--- src/rtl/uart_rx_fifo.sv ---
// UART 8N1 receiver with a small byte FIFO behind a valid/ready handshake.
// Define UART_RX_PARITY_EN for 8E1 frames with parity checking.
module uart_rx_fifo #(
  parameter int unsigned CLOCK_FREQUENCY = 12000000,
  parameter int unsigned UART_BAUD_RATE  = 9600,
  parameter int unsigned FIFO_DEPTH      = 4
) (
  input  logic       clock,
  input  logic       reset,
  input  logic       uart_rx,
  output logic [7:0] rx_data,
  output logic       rx_valid,
  input  logic       rx_ready,
  output logic       frame_error,
  output logic       overrun,
  output logic       parity_error
);

  localparam int unsigned Cpb  = CLOCK_FREQUENCY / UART_BAUD_RATE;
  localparam int unsigned Half = Cpb / 2;
  localparam int unsigned CntW = (Cpb > 2) ? $clog2(Cpb) : 1;
  localparam int unsigned PtrW = $clog2(FIFO_DEPTH);
  localparam int unsigned CW   = PtrW + 1;
  localparam logic [CntW-1:0] BitLoad  = CntW'(Cpb - 1);
  localparam logic [CntW-1:0] HalfLoad = CntW'(Half - 1);

  typedef enum logic [2:0] {
    StIdle,
    StStart,
    StData,
`ifdef UART_RX_PARITY_EN
    StParity,
`endif
    StStop,
    StBreak
  } state_e;

  state_e          state_q;
  logic [CntW-1:0] cnt_q;
  logic [2:0]      idx_q;
  logic [7:0]      shift_q;
  logic            sync1_q, rx_s;
  logic            frame_error_q;
  logic            par_bad;
  logic            push, pop, full, push_ok;

  logic [7:0]      mem_q [FIFO_DEPTH];
  logic [PtrW-1:0] wr_ptr_q, rd_ptr_q;
  logic [CW-1:0]   count_q;
  logic            overrun_q;

  always_ff @(posedge clock or negedge reset) begin
    if (!reset) begin
      sync1_q <= 1'b1;
      rx_s    <= 1'b1;
    end else begin
      sync1_q <= uart_rx;
      rx_s    <= sync1_q;
    end
  end

`ifdef UART_RX_PARITY_EN
  logic par_q;
  logic parity_error_q;
  assign par_bad      = ^{shift_q, par_q};
  assign parity_error = parity_error_q;
`else
  assign par_bad      = 1'b0;
  assign parity_error = 1'b0;
`endif

  always_ff @(posedge clock or negedge reset) begin
    if (!reset) begin
      state_q       <= StIdle;
      cnt_q         <= '0;
      idx_q         <= '0;
      shift_q       <= '0;
      frame_error_q <= 1'b0;
`ifdef UART_RX_PARITY_EN
      par_q          <= 1'b0;
      parity_error_q <= 1'b0;
`endif
    end else begin
      frame_error_q <= 1'b0;
`ifdef UART_RX_PARITY_EN
      parity_error_q <= 1'b0;
`endif
      unique case (state_q)
        StIdle: begin
          if (!rx_s) begin
            state_q <= StStart;
            cnt_q   <= HalfLoad;
          end
        end
        StStart: begin
          if (cnt_q == '0) begin
            // A high line at mid start bit is a glitch, silently dropped.
            if (rx_s) begin
              state_q <= StIdle;
            end else begin
              state_q <= StData;
              cnt_q   <= BitLoad;
              idx_q   <= '0;
            end
          end else begin
            cnt_q <= cnt_q - 1'b1;
          end
        end
        StData: begin
          if (cnt_q == '0) begin
            shift_q[idx_q] <= rx_s;
            cnt_q          <= BitLoad;
            idx_q          <= idx_q + 1'b1;
            if (idx_q == 3'd7) begin
`ifdef UART_RX_PARITY_EN
              state_q <= StParity;
`else
              state_q <= StStop;
`endif
            end
          end else begin
            cnt_q <= cnt_q - 1'b1;
          end
        end
`ifdef UART_RX_PARITY_EN
        StParity: begin
          if (cnt_q == '0) begin
            par_q   <= rx_s;
            cnt_q   <= BitLoad;
            state_q <= StStop;
          end else begin
            cnt_q <= cnt_q - 1'b1;
          end
        end
`endif
        StStop: begin
          if (cnt_q == '0) begin
            if (!rx_s) begin
              frame_error_q <= 1'b1;
              state_q       <= StBreak;
            end else begin
`ifdef UART_RX_PARITY_EN
              parity_error_q <= par_bad;
`endif
              state_q <= StIdle;
            end
          end else begin
            cnt_q <= cnt_q - 1'b1;
          end
        end
        StBreak: begin
          if (rx_s) state_q <= StIdle;
        end
        default: state_q <= StIdle;
      endcase
    end
  end

  assign frame_error = frame_error_q;

  // The push happens on the stop-sample edge itself so rx_valid rises the cycle after.
  assign push     = (state_q == StStop) && (cnt_q == '0) && rx_s && !par_bad;
  assign rx_valid = (count_q != '0);
  assign pop      = rx_valid && rx_ready;
  assign full     = (count_q == CW'(FIFO_DEPTH));
  assign push_ok  = push && (!full || pop);
  assign rx_data  = mem_q[rd_ptr_q];
  assign overrun  = overrun_q;

  always_ff @(posedge clock or negedge reset) begin
    if (!reset) begin
      for (int i = 0; i < int'(FIFO_DEPTH); i++) mem_q[i] <= '0;
      wr_ptr_q  <= '0;
      rd_ptr_q  <= '0;
      count_q   <= '0;
      overrun_q <= 1'b0;
    end else begin
      overrun_q <= push && full && !pop;
      if (push_ok) begin
        mem_q[wr_ptr_q] <= shift_q;
        wr_ptr_q        <= wr_ptr_q + 1'b1;
      end
      if (pop) rd_ptr_q <= rd_ptr_q + 1'b1;
      if (push_ok && !pop) begin
        count_q <= count_q + 1'b1;
      end else if (pop && !push_ok) begin
        count_q <= count_q - 1'b1;
      end
    end
  end

endmodule

--- config.mk ---
export PLATFORM = sky130hd
export DESIGN_NAME = uart_rx_fifo
export DESIGN_NICKNAME = d
export VERILOG_FILES = /design/src/rtl/uart_rx_fifo.sv
export SDC_FILE = /design/constraint.sdc
export NUM_CORES = 1
export LEC_CHECK = 0
export ABC_AREA = 1
export CORE_MARGIN = 10
export CORE_UTILIZATION = 45
export CTS_CLUSTER_SIZE = 10
export DETAILED_ROUTE_END_ITERATION = 8
export GPL_TIMING_DRIVEN = 1
export PLACE_DENSITY = 0.66
export SLEW_MARGIN = 20
export SYNTH_ARGS = -nofsm -noshare
export SYNTH_HDL_FRONTEND = slang
export SYNTH_SLANG_ARGS = --single-unit
--- constraint.sdc ---
create_clock -name clock -period 2.3 [get_ports clock]
set_input_delay 0.23 -clock clock [delete_from_list [all_inputs] [get_ports clock]]
set_output_delay 0.23 -clock clock [all_outputs]
set_load 0.005 [all_outputs]
Yosys cells after proc, flatten, opt, wreduce, memory -nomap -nowiden
Index checks and enable logic that the tools add are counted.
{"block": "classes", "n_mux": 33, "n_reduce_logical": 24, "add_sub_neg": 6, "bitwise_logic": 2, "eq_ne": 15, "magnitude_cmp": 5}
{"cell": "$mux W11", "n": 5}
{"cell": "$pmux W11 S4", "n": 1}
{"cell": "$mux W3", "n": 12}
{"cell": "$bwmux W32", "n": 1}
{"cell": "$mux W8", "n": 3}
{"cell": "$bmux W8 S2", "n": 1}
{"cell": "$demux W8 S2", "n": 1}
{"cell": "$ne A2 B2 Y1 const B", "n": 8}
{"cell": "$pmux W3 S5", "n": 1}
{"cell": "$logic_not A11 Y1", "n": 1}
{"cell": "$sub A11 B1 Y11 const B", "n": 1}
{"cell": "$logic_and A1 B1 Y1", "n": 10}
{"cell": "$eq A3 B3 Y1 const B", "n": 3}
{"cell": "$bwmux W8", "n": 1}
{"cell": "$reduce_and A4 Y1", "n": 2}
{"cell": "$add A3 B1 Y3 const B", "n": 2}
{"cell": "$eq A3 B2 Y1 const B", "n": 2}
{"cell": "$ge A3 B3 Y1 const B", "n": 2}
{"cell": "$not A2 Y3", "n": 2}
{"cell": "$pmux W3 S2", "n": 1}
{"cell": "$reduce_and A6 Y1", "n": 1}
{"cell": "$add A2 B1 Y2 const B", "n": 2}
{"cell": "$lt A3 B4 Y1 const B", "n": 1}
{"cell": "$mux W1", "n": 4}
{"cell": "other kinds (14)", "n": 17}
{"block": "totals", "register_bits": 68, "elab_cells": 100, "out_inout_bits": 12, "input_bits": 4}

Longest topological paths before layout
{"block": "depth", "word_depth": 8, "depth_mapped": 13, "depth_no_buf": 13}

Worst setup path before layout
OpenSTA, ideal clock, no wires.
{"block": "synth_timing", "path_type": "register to register", "start": "register cnt_q[0]", "end": "register count_q[2]", "n_path_buf": 0, "setup_time_ps": 131, "t_required_ps": 2169, "stages_incl_launch_ff": 13, "slack_ps": -25, "arrival_ps": 2194, "path_cell_list": "dfrtp_1 -> inv_1 -> ha_1 -> nand3_2 -> nor2_8 -> nand2_2 -> nor2_4 -> ha_1 -> inv_1 -> fa_1 -> a21oi_1 -> o21ai_0 -> xor2_1"}
{"block": "synth_via", "elab_chain_len": 7, "elab_cells_between_ends": 9, "cone_classes": "mux: 1; reduce/logical: 8"}
{"element": "start: declaration", "line": "39", "rtl": "logic [CntW-1:0] cnt_q;"}
{"element": "start signal: assignment", "line": "92", "rtl": "cnt_q <= HalfLoad;"}
{"element": "start signal: assignment", "line": "102", "rtl": "cnt_q <= BitLoad;"}
{"element": "start signal: assignment", "line": "106", "rtl": "cnt_q <= cnt_q - 1'b1;"}
{"element": "$logic_not A11 Y1 *", "line": "162", "rtl": "assign push = (state_q == StStop) && (cnt_q == '0) && rx_s && !par_bad;"}
{"element": "$logic_and A1 B1 Y1 * (2 in series)", "line": "162"}
{"element": "$logic_and A1 B1 Y1 *", "line": "166", "rtl": "assign push_ok = push && (!full || pop);"}
{"element": "named net push_ok", "line": "45", "rtl": "logic push, pop, full, push_ok;"}
{"element": "$logic_not A1 Y1", "line": "186", "rtl": "end else if (pop && !push_ok) begin"}
{"element": "$logic_and A1 B1 Y1", "line": "186"}
{"element": "$reduce_bool A2 Y1 (no source line)"}
{"element": "end signal: assignment", "line": "185", "rtl": "count_q <= count_q + 1'b1;"}
{"element": "end signal: assignment", "line": "187", "rtl": "count_q <= count_q - 1'b1;"}
{"element": "end: declaration", "line": "49", "rtl": "logic [CW-1:0] count_q;"}
The timed path passes the listed nets; every way through them passes the cells marked *.
A chain may end at the register's enable or synchronous reset.

Worst setup path after layout
{"block": "layout_timing", "start": "register cnt_q[5]", "end": "register count_q[2]"}
Same word-level chain as after synthesis.

==> summary by stage <==
Routing
The final wirelength is roughly 7500 µm. The remaining number of nets flagged by the antenna check after routing is 0. Detailed routing inserted a total of ~2,800 vias. In the routed layout, each cell is associated on average with a via count of around 5.0. Before antenna repair, the detailed router went through 4 iterations. The mean routed wirelength per cell is ~13 µm. The starting DRC count in detailed routing is 140. The remaining routing DRC violations is 0.

STA
Hold timing on the final database bottoms out at a slack of about 0.28 ns. The measured slew at the worst slew-check pin is approximately 0.52 ns. The final total negative setup slack is 0 ns. The worst-case clock skew is ~0.011 ns.

The max-slew violation total from the final report is 0. The worst path uses 96.21% of the clock period. The number of endpoints failing setup at the final stage is 0. The final hold violation count is 0. Counting I/O delays and the setup requirement, the final critical path takes 2.213 ns. In this run the tightest slew margin relative to its limit is approximately 65%.

The minimum setup slack in the final design is slightly below 0.09 ns. The maximum frequency from static timing analysis is 0.4519 GHz.

Placed design
The count of buffers from port buffering is 14. The congestion estimate from routability-driven global placement came to 0.8434. The half-perimeter wire length of the detailed placement result is 5114 µm. At the placement stage, the worst setup path has a slack of ~0.062 ns.

Yosys
The sequential fraction of the synthesis area is between 40% and 50%. After synthesis, the cell types taking the most area are dfrtp_1 46%, nand2_1 12%, nor2_1 5.1%, o21ai_1 4.0%, o21ai_2 3.9%. Of the total synthesized cell area, the portion taken by AND, OR, NAND and NOR gates is roughly 28%.

By area, the combinational part of the netlist is dominated by simple AND/OR/NAND/NOR gates. The adder-cell share of the synthesized area is under 10%. The distinct cell type count after synthesis is 30. The share of synthesized area in the top cell type comes to between 40 and 50%. Synthesis produced a netlist with a net count of around 440. The largest total area in the synthesized netlist belongs to dfrtp_1.

Each instance of the synthesized netlist takes up on average ~8.5 µm². For this run, the number of Yosys warnings is 0. The cell count after synthesis came out at about 420.

In the synthesized netlist, mux cells make up 0% of the area. The synthesis-stage register bit count is between 60 and 70. After Yosys synthesis, XOR and XNOR cells account for 2.194% of the synthesized area.

Summing the areas of all compound-gate instances in the mapped netlist gives about an eighth of the synthesized area. The mapped netlist covers roughly 3600 µm².

Die
The horizontal die dimension is 109.4 µm. The placement row count is 32. In this run the count of I/O pins placed on the die edge is 16. The floorplan step set the die height to between 100 and 150 µm. The die area is around 12,000 µm².

The initial utilization of the core area, before any placement, comes to 46.26%. The region available for standard cell placement spans between 7000 and 8000 µm².

Layout
The ratio of cells with drive above 1 in the final layout is between 15 and 20%. Compared with the post-synthesis result, the final layout area differs by 17.30%. Leaving out fill and tap cells, the most frequent cell in the layout is nand2_1. Cells fill between 50% and 60% of the core in the end. At the end of the flow, the number of nets in the layout was between 400 and 500.

The antenna diode count is 0. The top cell types in the final layout, fill and taps aside, are 112 x nand2_1, 61 x dfrtp_1, 49 x nor2_1, 35 x inv_1, 29 x o21ai_1.

Global route
The overflow left after global routing is 0. The total routing resource utilization after global routing is between 10% and 20%. The pin count of the biggest net entering global routing is 48. The via count of the first global-routing pass is 2,673. The global-route wire length before repair is ~13,000 µm.

The number of antenna violations at the first check in global routing was 0.

Critical path
STA classifies the critical path endpoint as a flop. Traced cell by cell, the critical path runs through nor2_4 > nand3_4 > nor2_8 > nand2_2 > nor2_4 > ha_1 > inv_1 > fa_1 > a21oi_1 > o21ai_0 > xor2_1. The class of the most critical setup path is flop to flop. Of all nets on the critical path, the largest fanout is 5. STA classifies the critical path startpoint as a flop.

The kind of cell adding the most delay to the critical path is simple AND/OR/NAND/NOR gates. The cell seen most often among critical-path stages is nor2_4. The cell at the slowest stage of the critical path is dfrtp_2.

The total buffers and inverters traversed by the critical path is 1. Data arrives at the worst endpoint at ~2.4 ns. In this design, the stage delay of the slowest critical-path cell is roughly 0.45 ns. The worst path required time is roughly 2.5 ns.

Outcome
The run finished with clean final reports.

Pwr
The analysis attributes to cell leakage a power of 2.094 nW. The total power divided by cell area is slightly below 800 nW/µm². The worst IR drop on VDD is ~0.35 mV.

Clock network
Clock-pin slew was measured on the worst setup and hold paths at 0.08 ns. In this run the clock root is driven by a clkbuf_8. TritonCTS built the clock tree. The later pin in the worst-skew pair is clocked with a latency of between 0.3 and 0.4 ns. CTS built an H-tree with a depth of 3.

The longest clock path from root to sink contains 2 buffers. The clock buffer count from CTS is 9. The total clock sinks is a little under 70.

Flow run
The number of maximum-capacitance violations is 0.

Min path
The worst hold path belongs to the class primary input to flop.
## routing by layer
metal,routed length [µm],vias to the layer above,track usage [%]
li1,-,1443,-
met1,3573,1323,17.38
met2,3516,41,20.40
met3,315,5,3.745
met4,64,0,4.089
met5,0,-,0
## synth_stat cells, drive strengths merged
cell type and count:
o21bai 1, xor2 6, ha 9, inv 40, clkbuf 6, dfrtp 66
conb 1, nand2 117, nor2 56, o22ai 8, buf 5, dfstp 2
nand4 17, nand3 14, a21oi 6, fa 1, o21ai 62, nor3 3
xnor2 3
## cell type report
class | count | area [µm²]
Fill cell | 691 | 3552
Sequential cell | 68 | 1710
Multi-Input combinational cell | 304 | 1709
Timing Repair Buffer | 30 | 270.3
Inverter | 40 | 150.1
Tap cell | 102 | 127.6
Clock buffer | 9 | 123.9
Clock inverter | 7 | 123.9
## per-stage QoR
| step | instance area, µm² | cells | total power, mW |
|---|---|---|---|
| after floorplan | 3593 | 423 | 1.699 |
| after global placement | 3861 | 537 | 2.065 |
| after CTS | 4119 | 554 | 3.295 |
| final | 4215 | 560 | 3.255 |
| after detailed placement | 3861 | 537 | 2.072 |
| after global routing | 4215 | 560 | 3.442 |
## cell families (layout without fill, tap and decap cells)
group,count (synthesis),after routing
DFF,68,68
xor gates and xnor gates,9,9
buffers and inverters,51,86
AOI/OAI and AO/OA,77,77
other,1,1
adders and majority gates,10,10
and+or+nand+nor,207,207
## report_power, final
| part | internal (mW) | switching (mW) | leakage, nW |
|---|---|---|---|
| Clock | 0.727 | 0.491 | 0.120 |
| Sequential | 1.24 | 0.0451 | 0.907 |
| Combinational | 0.362 | 0.385 | 1.07 |
| Total | 2.33 | 0.922 | 2.09 |
## flip-flops by register name (all words and copies together), names as in the netlist
register     cells
frame_error      1
cnt_q           11
idx_q            3
rd_ptr_q         2
mem_q           32
count_q          3
overrun          1
rx_s             1
wr_ptr_q         2
shift_q          8
state_q          3
sync1_q          1
## worst reg2reg max path: cells and delay by family, from the launching register on
family                   cells  cell delay (ns)
buffers and inverters        1             0.06
XOR/XNOR                     1             0.15
flip-flops                   1             0.45
adder cells (fa/ha/maj)      2             0.52
AND/OR/NAND/NOR              5             0.65
AO/OA/AOI/OAI                2             0.25
## what timing repair did
action                                  4_1_cts  5_1_grt
setup buffers                                 0        6
endpoints found under the setup margin        0        1
hold buffers                                  1        0
hold endpoints to repair                     19        0
gates resized for setup                       0       14
## worst paths after layout
| path | from | to | slack (ns) | cells after the start |
|---|---|---|---|---|
| max | cnt_q[5] | count_q[2] | 0.09 | 11 |
| min | uart_rx | sync1_q | 0.28 | 1 |
| max reg2reg | cnt_q[5] | count_q[2] | 0.09 | 11 |
| min reg2reg | sync1_q | rx_s | 0.36 | 0 |
| max in group asynchronous | reset | shift_q[2] | 1.28 | 3 |
| min in group asynchronous | reset | cnt_q[7] | 0.40 | 2 |
Power figures use the tool's default switching activity.
